<file path="config.mk">
export PLATFORM = sky130hd
export DESIGN_NAME = muldiv_sequencer
export DESIGN_NICKNAME = d
export VERILOG_FILES = /design/src/rtl/muldiv_sequencer.sv
export SDC_FILE = /design/constraint.sdc
export NUM_CORES = 1
export LEC_CHECK = 0
export ABC_AREA = 1
export CELL_PAD_IN_SITES_DETAIL_PLACEMENT = 1
export CELL_PAD_IN_SITES_GLOBAL_PLACEMENT = 2
export CORE_AREA = 3 3 230 232
export DETAILED_ROUTE_END_ITERATION = 8
export DIE_AREA = 0 0 233 235
export GPL_ROUTABILITY_DRIVEN = 1
export GPL_TIMING_DRIVEN = 0
export HOLD_SLACK_MARGIN = 0.08
export PLACE_DENSITY = 0.92
export SYNTH_ARGS = -nofsm -noshare
export SYNTH_HDL_FRONTEND = slang
export SYNTH_SLANG_ARGS = --single-unit
</file>
<file path="constraint.sdc">
create_clock -name i_clk -period 4.58 [get_ports i_clk]
set_input_delay 0.687 -clock i_clk [delete_from_list [all_inputs] [get_ports i_clk]]
set_output_delay 0.687 -clock i_clk [all_outputs]
set_load 0.01 [all_outputs]
</file>
<file path="src/rtl/muldiv_sequencer.sv">
// muldiv_sequencer
//   Iterative multiply/divide unit beside the execute-stage ALU. Owns the HI/LO
//   pair and runs MULT/MULTU/DIV/DIVU with one shared 32-step datapath:
//   shift-add for multiply, restoring division for divide. Signed operations
//   run on magnitudes and get their sign fixed in a final one-cycle step.
//
// Ports
//   i_clk           clock, rising edge
//   i_reset_n       asynchronous active-low reset
//   i_start         request valid from execute
//   i_op            00 MULT, 01 MULTU, 10 DIV, 11 DIVU
//   i_data_A        multiplicand / dividend
//   i_data_B        multiplier / divisor
//   i_hilo_read     MFHI/MFLO in execute this cycle
//   i_flush         cancel the running operation
//   o_busy          an operation is in flight
//   o_stall         request or HI/LO read collides with a running operation
//   o_done          one-cycle pulse, HI/LO just updated
//   o_div_by_zero   one-cycle pulse alongside o_done for a zero divisor
//   o_hi, o_lo      HI / LO registers
module muldiv_sequencer #(
    parameter int NB_DATA = 32
) (
    input  logic               i_clk,
    input  logic               i_reset_n,
    input  logic               i_start,
    input  logic [1:0]         i_op,
    input  logic [NB_DATA-1:0] i_data_A,
    input  logic [NB_DATA-1:0] i_data_B,
    input  logic               i_hilo_read,
    input  logic               i_flush,
    output logic               o_busy,
    output logic               o_stall,
    output logic               o_done,
    output logic               o_div_by_zero,
    output logic [NB_DATA-1:0] o_hi,
    output logic [NB_DATA-1:0] o_lo
);

    localparam int CNT_W  = $clog2(NB_DATA);
    localparam int NB_PROD = 2 * NB_DATA;

    typedef enum logic [1:0] {
        ST_IDLE,
        ST_CALC,
        ST_FIX
    } state_t;

    state_t             state_q, state_d;
    logic [CNT_W-1:0]   cnt_q, cnt_d;
    logic [NB_DATA-1:0] hi_q, hi_d;
    logic [NB_DATA-1:0] lo_q, lo_d;
    logic               done_q, done_d;
    logic               dbz_q, dbz_d;

    // Datapath: acc = upper accumulator (mult) / partial remainder (div),
    // mq = multiplier (mult) / dividend shifting into quotient (div),
    // opnd = multiplicand (mult) / divisor (div); all held as magnitudes.
    logic [NB_DATA-1:0] acc_q, acc_d;
    logic [NB_DATA-1:0] mq_q, mq_d;
    logic [NB_DATA-1:0] opnd_q, opnd_d;
    logic               is_div_q, is_div_d;
    logic               neg_res_q, neg_res_d;
    logic               neg_rem_q, neg_rem_d;

    logic               start_signed;
    logic [NB_DATA:0]   mult_sum;
    logic [NB_DATA:0]   rem_sh;
    logic               trial_ok;
    logic [NB_DATA-1:0] trial_diff;
    logic [NB_PROD-1:0] product;
    logic [NB_DATA-1:0] quot_fixed;
    logic [NB_DATA-1:0] rem_fixed;

    function automatic logic [NB_DATA-1:0] magnitude(input logic signed [NB_DATA-1:0] v,
                                                     input logic is_signed);
        // 0x80000000 maps to itself, which read unsigned is the correct 2^31.
        return (is_signed && v[NB_DATA-1]) ? -v : v;
    endfunction

    function automatic logic [NB_DATA-1:0] neg_word(input logic signed [NB_DATA-1:0] v,
                                                    input logic neg);
        return neg ? -v : v;
    endfunction

    function automatic logic [NB_PROD-1:0] neg_dword(input logic signed [NB_PROD-1:0] v,
                                                     input logic neg);
        return neg ? -v : v;
    endfunction

    assign o_busy        = (state_q != ST_IDLE);
    assign o_stall       = (i_start | i_hilo_read) & o_busy;
    assign o_done        = done_q;
    assign o_div_by_zero = dbz_q;
    assign o_hi          = hi_q;
    assign o_lo          = lo_q;

    always_comb begin
        state_d   = state_q;
        cnt_d     = cnt_q;
        hi_d      = hi_q;
        lo_d      = lo_q;
        done_d    = 1'b0;
        dbz_d     = 1'b0;
        acc_d     = acc_q;
        mq_d      = mq_q;
        opnd_d    = opnd_q;
        is_div_d  = is_div_q;
        neg_res_d = neg_res_q;
        neg_rem_d = neg_rem_q;

        start_signed = ~i_op[0];

        // Multiply step: add multiplicand when multiplier LSB is set, keeping
        // the carry so the following right shift brings it into the top bit.
        mult_sum = {1'b0, acc_q} + {1'b0, (mq_q[0] ? opnd_q : '0)};

        // Divide step: remainder shifted left picks up the next dividend bit.
        // The true difference is below the divisor, so 32 bits hold it.
        rem_sh     = {acc_q, mq_q[NB_DATA-1]};
        trial_ok   = (rem_sh >= {1'b0, opnd_q});
        trial_diff = rem_sh[NB_DATA-1:0] - opnd_q;

        product    = neg_dword({acc_q, mq_q}, neg_res_q);
        quot_fixed = neg_word(mq_q, neg_res_q);
        rem_fixed  = neg_word(acc_q, neg_rem_q);

        case (state_q)
            ST_IDLE: begin
                if (i_start && !i_flush) begin
                    if (i_op[1] && (i_data_B == '0)) begin
                        hi_d   = i_data_A;
                        lo_d   = '1;
                        done_d = 1'b1;
                        dbz_d  = 1'b1;
                    end else begin
                        state_d   = ST_CALC;
                        cnt_d     = '0;
                        acc_d     = '0;
                        is_div_d  = i_op[1];
                        neg_res_d = start_signed & (i_data_A[NB_DATA-1] ^ i_data_B[NB_DATA-1]);
                        neg_rem_d = start_signed & i_data_A[NB_DATA-1];
                        if (i_op[1]) begin
                            mq_d   = magnitude(i_data_A, start_signed);
                            opnd_d = magnitude(i_data_B, start_signed);
                        end else begin
                            mq_d   = magnitude(i_data_B, start_signed);
                            opnd_d = magnitude(i_data_A, start_signed);
                        end
                    end
                end
            end

            ST_CALC: begin
                if (i_flush) begin
                    state_d = ST_IDLE;
                end else begin
                    if (!is_div_q) begin
                        acc_d = mult_sum[NB_DATA:1];
                        mq_d  = {mult_sum[0], mq_q[NB_DATA-1:1]};
                    end else if (trial_ok) begin
                        acc_d = trial_diff;
                        mq_d  = {mq_q[NB_DATA-2:0], 1'b1};
                    end else begin
                        acc_d = rem_sh[NB_DATA-1:0];
                        mq_d  = {mq_q[NB_DATA-2:0], 1'b0};
                    end
                    cnt_d = cnt_q + CNT_W'(1);
                    if (cnt_q == CNT_W'(NB_DATA - 1)) begin
                        state_d = ST_FIX;
                    end
                end
            end

            ST_FIX: begin
                state_d = ST_IDLE;
                if (!i_flush) begin
                    if (is_div_q) begin
                        hi_d = rem_fixed;
                        lo_d = quot_fixed;
                    end else begin
                        hi_d = product[NB_PROD-1:NB_DATA];
                        lo_d = product[NB_DATA-1:0];
                    end
                    done_d = 1'b1;
                end
            end

            default: begin
                state_d = ST_IDLE;
            end
        endcase
    end

    always_ff @(posedge i_clk or negedge i_reset_n) begin
        if (!i_reset_n) begin
            state_q <= ST_IDLE;
            cnt_q   <= '0;
            hi_q    <= '0;
            lo_q    <= '0;
            done_q  <= 1'b0;
            dbz_q   <= 1'b0;
        end else begin
            state_q <= state_d;
            cnt_q   <= cnt_d;
            hi_q    <= hi_d;
            lo_q    <= lo_d;
            done_q  <= done_d;
            dbz_q   <= dbz_d;
        end
    end

    // Working registers are always loaded before use, so they need no reset.
    always_ff @(posedge i_clk) begin
        acc_q     <= acc_d;
        mq_q      <= mq_d;
        opnd_q    <= opnd_d;
        is_div_q  <= is_div_d;
        neg_res_q <= neg_res_d;
        neg_rem_q <= neg_rem_d;
    end

endmodule

</file>
======== Word level (Yosys, flattened, before mapping) ========
Index checks and enable logic that the tools add are counted.
storage, ports and cells
  bits of input ports ..................... 71
  output and inout port bits .............. 68
  bits in registers ....................... 172
operators by class
  muxes and demuxes ....................... 44
  add/sub/neg operators ................... 8
  bitwise gates (word level) .............. 7
  reduce and logical (&&, ||, !) cells .... 14
  eq/ne operators ......................... 9
  $lt $le $gt $ge ......................... 1
operator list
  operator               count
  $mux W32               24
  $pmux W32 S2           4
  $neg A32 Y32           4
  $mux W64               1
  $neg A64 Y64           1
  $add A32 B32 Y33       1
  $ge A33 B32 Y1         1
  $logic_not A32 Y1      1
  $sub A32 B32 Y32       1
  $mux W5                3
  $ne A2 B2 Y1 const B   5
  $pmux W5 S2            1
  $mux W2                4
  $reduce_and A4 Y1      2
  $reduce_and A3 Y1      2
  $reduce_bool A2 Y1     3
  $add A5 B1 Y5 const B  1
  $eq A5 B5 Y1 const B   1
  $mux W1                5
  $logic_and A1 B1 Y1    4
  $pmux W2 S2            1
  $and A1 B1 Y1          3
  $ne A3 B3 Y1 const B   1
  $eq A2 B1 Y1 const B   1
  7 further kinds        8

======== Depth between registers and ports, before layout ========
Gate-level depths: netlist of run 1.
  depth in word-level cells ............... 7
  depth in mapped cells ................... 19
  mapped depth without buffers ............ 18

======== Worst setup path after synthesis of run 1 ========
OpenSTA, ideal clock, no wires.
  path kind ............................... input to register
  start point ............................. in i_data_B[0]
  end point ............................... reg cnt_q[0]
  stages on the path ...................... 11
  path buffers ............................ 0
  arrival ................................. 3.305 ns
  setup time .............................. 0.129 ns
  path slack .............................. 1.146 ns
  path through ............................ inv_2 > ha_1 > nand3_1 > inv_1 > nand2_2 > nor3_2 > nand3_1 > nand3_1 > nand2_1 > o21ai_0 > o21a_1
between the ends
  cells in the longest elaborated chain, start to end .. 4
ends and longest elaborated chain
  what                                RTL line  source
  from (decl)                         29        input logic [NB_DATA-1:0] i_data_B,
  $logic_not A32 Y1                   131       if (i_op[1] && (i_data_B == '0)) begin
  $logic_and A1 B1 Y1                 131
  $ne A2 B2 Y1 (no source line)       --
  $reduce_and A4 Y1 (no source line)  --
  to (signal assigned)                205       cnt_q <= cnt_d;
  to (decl)                           50        logic [CNT_W-1:0] cnt_q, cnt_d;
No other way between the ends.
A chain may end at the register's enable or synchronous reset.

======== Worst setup path after layout of run 1 ========
  start point ............................. reg mq_q[0]
  end point ............................... reg acc_q[11] (data pin)
between the ends
  cells in the longest elaborated chain, start to end .. 5
ends and longest elaborated chain
  what                    RTL line  source
  from (decl)             60        logic [NB_DATA-1:0] mq_q, mq_d;
  from (signal assigned)  216       mq_q <= mq_d;
  $mux W32                116       mult_sum = {1'b0, acc_q} + {1'b0, (mq_q[0] ? opnd_q : '0)};
  $add A32 B32 Y33        116
  $mux W32                158       if (!is_div_q) begin
  $mux W32                155       if (i_flush) begin
  $pmux W32 S2            128       case (state_q)
  to (signal assigned)    215       acc_q <= acc_d;
  to (decl)               59        logic [NB_DATA-1:0] acc_q, acc_d;
No other way between the ends. The select of a mux whose other input is x is not followed.

==> results.md, run 1 <==
* Seq/Total Area, Yosys at 0.2686
* Total grt overflow at 0
* Maximum clock path buffer count at 2
* CTS Sinks at 172
* Final number of max-transition violations at 0
* CTS Buf Count at 17
* Final #Nets at around 3.3k
* Share of layout cells above drive strength 1 at 0.04503
* Ys flop type: edfxtp_1
* Crit Path Max Fanout at 10
* Final Cycle Share at 0.8771
* Yosys cell types at 44
* Yosys reg bits at 172
* Starting Density at 0.3490
* EDFF count, synth at 99
* Die area at 54760 sq um
* Post-Synthesis Cell Area at 17870 sq um
* Relative slew slack at 0.1720
* Synth area leader: nand2_1
* Routed Antenna Nets at 0
* DP HPWL at 82490 um
* CTS Root Cell: clkbuf_16
* Synthesis warning total at 0
* Mapped Cells at 2958
* DRC viols at 0
* Outcome: finished clean
* CORE AREA at 51200 sq um
* Vias post-DR at 21.48k
* Fmax achieved at about 250 MHz
* # port buffers at approximately 140
* CP Launch Type: flop
* Hold Violations, Final at 0
* Kind of critical path: flop to flop
* Count leader, synth: nand2_1
* Chip height at between 200 and 250 um
* Antenna diodes at 0
* Final setup fails at 0
* Async SR Flop Fraction at 0.4244
* H-tree depth at 4
* Post-CTS Resized at 0
* Max-Cap Viols at 0
* Req. time, crit path at 4840 ps
* Syn Area/Cell at between 6 and 7 sq um
* Synth-to-Final Area Change at 16.36%
* Synthesized Nets at 3101
* Post-CTS setup repair buffer count at 0
* Commonest cells post-synth: nand2_1, inv_1, nand3_1
* Rows at a little over 80
* Die width at 233 um
* Power after layout at 5.856 mW
* Post-route minimum period at 4017 ps
* CP endpoint kind: flop
* Routed wire length at 98030 um
* Crit path DAT at 4280 ps
* Slew @ Worst Pin at roughly 1200 ps
* Unrepaired setup endpoints after global routing: no
* Leakage at 10.19 nW
* Post-synth top area share at 0.1992
* Max VDD drop at 334.4 uV
* Clock transition at path regs at 90 ps
* DRT Pass-1 Iters at 6
* Wire length per cell at 25.72 um
* Total I/O pin count at 139
* DRT iter0 DRCs at 1918
* First-pass GRT wire length at 141200 um
* Power Density at between 200 and 300 nW/um^2
* Routed vias/inst at 5.636
* Clock Latency Late Sink at 500 ps
* Total track usage at 0.3525
* Routability cong. at 1.057
* Initial antenna violation count at 3
* Largest cells by area after synthesis: nand2_1, edfxtp_1, dfrtp_1
* CTS tree: done
* Setup_tns at 0 ps
* CTS hold repair buffers at 1
* HP Class: flop to flop
* Vias in the first global route at 21.56k
* Clock skew at around 18 ps
* Pin count of the biggest net entering global routing at 67
==> layout by cell type (no fill, tap or decap), types with 43 or more instances in the layout <==
master / instances
a21oi_1: 160
nand4_1: 43
o21ai_0: 172
ha_1: 70
clkbuf_1: 58
edfxtp_1: 99
inv_1: 407
nor2_1: 308
xor2_1: 55
clkdlybuf4s50_1: 137
nand2_1: 947
nand3_1: 309
dfrtp_1: 73
==> metrics by stage <==
step | util | std cells | setup slack (ps) | hold WS, ps | instance area, sq um
detailed placement | 0.3938 | 3778 | 727.6 | 468.2 | 20160
floorplan | - | 2958 | 1146 | 391.4 | 17870
CTS | 0.4061 | 3811 | 703.8 | 488.1 | 20790
global route | 0.4061 | 3811 | 405.7 | 518.3 | 20790
global placement | 0.3926 | 3776 | -510.8 | 464.4 | 20100
finish | 0.4061 | 3811 | 562.7 | 484.7 | 20790
==> critical path, cell delays in order (launching register included) <==
cell and delay (ps):
edfxtp_1 360, buf_2 190, clkbuf_1 300, nand2_1 140, inv_1 50, ha_1 290
fa_1 600, nand2_1 120, nand2_1 70, and2_1 190, nand2_1 80, nand2_1 230
nand2_1 140, nand2_1 120, o21ai_0 610, nand3_1 170, nand2_1 90, inv_1 40
==> worst paths after layout <==
path                                      start                       to  slack, ps  depth (start not counted)
setup / recovery              mq_q[0]$_DFFE_PP_  acc_q[11]$_SDFFCE_PN0P_        560                         17
hold / removal             o_hi[12]$_DFFE_PN0P_     o_hi[12]$_DFFE_PN0P_        480                          2
setup reg to reg              mq_q[0]$_DFFE_PP_  acc_q[11]$_SDFFCE_PN0P_        560                         17
hold reg to reg            o_hi[12]$_DFFE_PN0P_     o_hi[12]$_DFFE_PN0P_        480                          2
max in group asynchronous             i_reset_n   state_q[0]$_DFFE_PN0P_       3390                          3
min in group asynchronous             i_reset_n     o_hi[20]$_DFFE_PN0P_        560                          2
==> registers in the layout (all words and copies together), names as in the netlist <==
register / cells
neg_rem_q: 1
o_lo: 32
cnt_q: 5
o_hi: 32
o_div_by_zero: 1
opnd_q: 32
neg_res_q: 1
mq_q: 32
o_done: 1
is_div_q: 1
state_q: 2
acc_q: 32
==> routing by layer <==
layer / up-vias / GRT usage / wire [um]
met5: - / 0 / 23
met4: 4 / 0.1448 / 4368
met3: 187 / 0.05953 / 7080
met2: 813 / 0.5717 / 44900
met1: 10590 / 0.4637 / 41650
li1: 9888 / - / -
==> layout make-up <==
| type | count | area, sq um |
|---|---|---|
| fill | 6904 | 30410 |
| inverter | 415 | 1558 |
| timing repair buffer | 141 | 1444 |
| clock inverter | 15 | 195.2 |
| sequential | 172 | 4800 |
| tap | 680 | 850.8 |
| clock buffer | 17 | 425.4 |
| multi-input combinational | 2276 | 11060 |
| buffer | 95 | 456.7 |
==> logic make-up after synthesis <==
group | synth area share
flip-flops | 0.2686
XOR/XNOR | 0.03088
adder cells (fa/ha/maj) | 0.05126
AND/OR/NAND/NOR | 0.4029
AO/OA/AOI/OAI | 0.1335
buffers and inverters | 0.1127
==> report_power, final <==
group | total (mW) | internal (mW) | switching, mW
Combinational | 2.21 | 0.670 | 1.54
Clock | 1.60 | 0.757 | 0.843
Sequential | 2.04 | 1.80 | 0.241
Total | 5.86 | 3.23 | 2.63
Note: power is estimated with default switching activity, not from simulation.
==> run 2, diff against run 1 <==
--- a/config.mk
+++ b/config.mk
@@ -8,9 +8,9 @@
 export ABC_AREA = 1
 export CELL_PAD_IN_SITES_DETAIL_PLACEMENT = 1
 export CELL_PAD_IN_SITES_GLOBAL_PLACEMENT = 2
-export CORE_AREA = 3 3 230 232
+export CORE_AREA = 2 2 229 231
 export DETAILED_ROUTE_END_ITERATION = 8
-export DIE_AREA = 0 0 233 235
+export DIE_AREA = 0 0 231 233
 export GPL_ROUTABILITY_DRIVEN = 1
 export GPL_TIMING_DRIVEN = 0
 export HOLD_SLACK_MARGIN = 0.08
==> constraint.sdc (replaced) <==
create_clock -name i_clk -period 4.58 [get_ports i_clk]
set_input_delay 1.374 -clock i_clk [delete_from_list [all_inputs] [get_ports i_clk]]
set_output_delay 1.374 -clock i_clk [all_outputs]
set_load 0.01 [all_outputs]
==> results.md, run 2 (synthesis results as in run 1) <==
* Rows at 83 (unchanged)
* Gate power share at 0.373 (was 0.378)
* Total grt overflow at 0 (unchanged)
* Starting Density at 0.3497 (was 0.3490)
* Vias in the first global route at 21.36k (was 21.56k)
* DP Area at 20160 sq um (unchanged)
* Outcome: finished clean (unchanged)
* Leakage at 10.21 nW (was 10.19 nW)
* Power Density at 281.1 nW/um^2 (was 281.7 nW/um^2)
* DRT Pass-1 Iters at 5 (was 6)
* Synth-to-Final Area Change at 16.56% (was 16.36%)
* Clock Latency Late Sink at 500 ps (about the same)
* DRT iter0 DRCs at 1974 (was 1918)
* Initial antenna violation count at 4 (was 3)
* CTS Buf Count at 17 (unchanged)
* H-tree depth at 4 (unchanged)
* Routed wire length at 95460 um (was 98030 um)
* Final #Nets at 3261 (unchanged)
* CP endpoint kind: flop (unchanged)
* Fillers at 6950 (was 6904)
* Util after Layout at 0.4076 (was 0.4061)
* Vias post-DR at 21.27k (was 21.48k)
* Setup_tns at 0 ps (unchanged)
* FF/Latch Area at 4800 sq um (unchanged)
* CTS Sinks at 172 (unchanged)
* Routed Antenna Nets at 0 (unchanged)
* Total track usage at 0.3554 (was 0.3525)
* Maximum clock path buffer count at 2 (unchanged)
* Final Cycle Share at 0.9066 (was 0.8771)
* Unrepaired setup endpoints after global routing: no (unchanged)
* Post-CTS setup repair buffer count at 0 (unchanged)
* Die width at 231 um (was 233 um)
* Clock group share of total power at 0.282 (was 0.273)
* Kind of critical path: input pin to flop (was flop to flop)
* Wire length per cell at 25.05 um (was 25.72 um)
* Reg2Reg Depth at 18 (was 17)
* Most frequent cells in the layout: nand2_1, inv_1, nand3_1 (unchanged)
* Fmax achieved at 240.8 MHz (was 248.9 MHz)
* Relative slew slack at 0.3167 (was 0.1720)
* Sequential share of power at 0.345 (was 0.349)
* Hold Violations, Final at 0 (unchanged)
* Setup WS post-layout at 427.6 ps (was 562.7 ps)
* CTS Root Cell: clkbuf_16 (unchanged)
* Crit path DAT at 4380 ps (was 4280 ps)
* Max-Cap Viols at 0 (unchanged)
* DRC viols at 0 (unchanged)
* Final setup fails at 0 (unchanged)
* Multi-input gate area at 11060 sq um (unchanged)
* Share of layout cells above drive strength 1 at 0.04503 (unchanged)
* Routability cong. at 1.007 (was 1.057)
* CP Launch Type: input pin (was flop)
* Commonest non-fill, non-tap cell in the layout: nand2_1 (unchanged)
* CTS tree: done (unchanged)
* Total I/O pin count at 139 (unchanged)
* DP HPWL at 81070 um (was 82490 um)
* Post-route minimum period at 4152 ps (was 4017 ps)
* Post-CTS Resized at 0 (unchanged)
* CTS hold repair buffers at 0 (was 1)
* Slew @ Worst Pin at 1025 ps (was 1242 ps)
* Hold path cells at 2 (unchanged)
* First-pass GRT wire length at 139300 um (was 141200 um)
* Pin count of the biggest net entering global routing at 66 (was 67)
* Flop-to-flop setup slack at 1160 ps (was 560 ps)
* Finished Cell Area at 20830 sq um (was 20790 sq um)
* Clock transition at path regs at 70 ps (was 90 ps)
* Power after layout at 5.853 mW (was 5.856 mW)
* Sw Pwr at 2.466 mW (was 2.627 mW)
* Final number of max-transition violations at 0 (unchanged)
* Req. time, crit path at 4810 ps (was 4840 ps)
* Clock skew at 18.65 ps (was 18.13 ps)
* Sw frac at 0.4213 (was 0.4486)
* # port buffers at 138 (unchanged)
* HP Class: flop to flop (unchanged)
* Crit Path Max Fanout at 5 (was 10)
* Die area at 53820 sq um (was 54760 sq um)
* Routed vias/inst at 5.582 (was 5.636)
* Chip height at 233 um (was 235 um)
* Finished Layout Cells at 3811 (unchanged)
* Setup WS pre-CTS at 45.96 ps (was 727.6 ps)
* Max VDD drop at 363.2 uV (was 334.4 uV)
* Placed cell count at 3778 (unchanged)
* CORE AREA at 51090 sq um (was 51200 sq um)
* Hold slack at 479.5 ps (was 484.7 ps)
* Antenna diodes at 0 (unchanged)
* Internal Power at 3.388 mW (was 3.229 mW)
==> run 2: worst paths after layout <==
kind / start / to
hold / removal: o_hi[23]$_DFFE_PN0P_ / o_hi[23]$_DFFE_PN0P_
min in group asynchronous: i_reset_n / o_hi[3]$_DFFE_PN0P_
max in group asynchronous: i_reset_n / o_hi[25]$_DFFE_PN0P_
setup reg to reg: mq_q[0]$_DFFE_PP_ / acc_q[27]$_SDFFCE_PN0P_
setup / recovery: i_data_A[0] / mq_q[16]$_DFFE_PP_
hold reg to reg: o_hi[23]$_DFFE_PN0P_ / o_hi[23]$_DFFE_PN0P_
==> run 2: critical path, stage by stage <==
cell and delay (ps):
clkdlybuf4s50_1 560, inv_1 290, ha_1 260, nand3_1 210, nor2_1 400, nand2_1 110
xor2_1 160, nand2_1 70, o21ai_0 320, o211ai_1 520, nand2_1 90
==> run 2: power groups by stage <==
stage                     registers, mW  logic [mW]  clock network (mW)
final                              2.02        2.18                1.65
after global routing               2.02        2.39                1.72
after CTS                          2.01        2.15                1.67
after detailed placement           2.04        2.14                   0
after global placement             2.05        2.09                   0
after floorplan                    1.93        1.30                   0
==> run 2: metal layers <==
layer  track usage  vias up  share of wire
met1        0.4701    10500           0.44
li1              -     9876              -
met2        0.5942      755           0.47
met4        0.1252        0          0.035
met3       0.04583      142          0.058
met5             0        -              0
==> run 2: cell type report <==
type,instances,share of cell area
Timing Repair Buffer,141,0.06981
Multi-Input combinational cell,2276,0.5311
Clock buffer,21,0.02415
Sequential cell,172,0.2305
Inverter,415,0.07480
Clock inverter,11,0.006909
Buffer,95,0.02193
Tap cell,680,0.04085
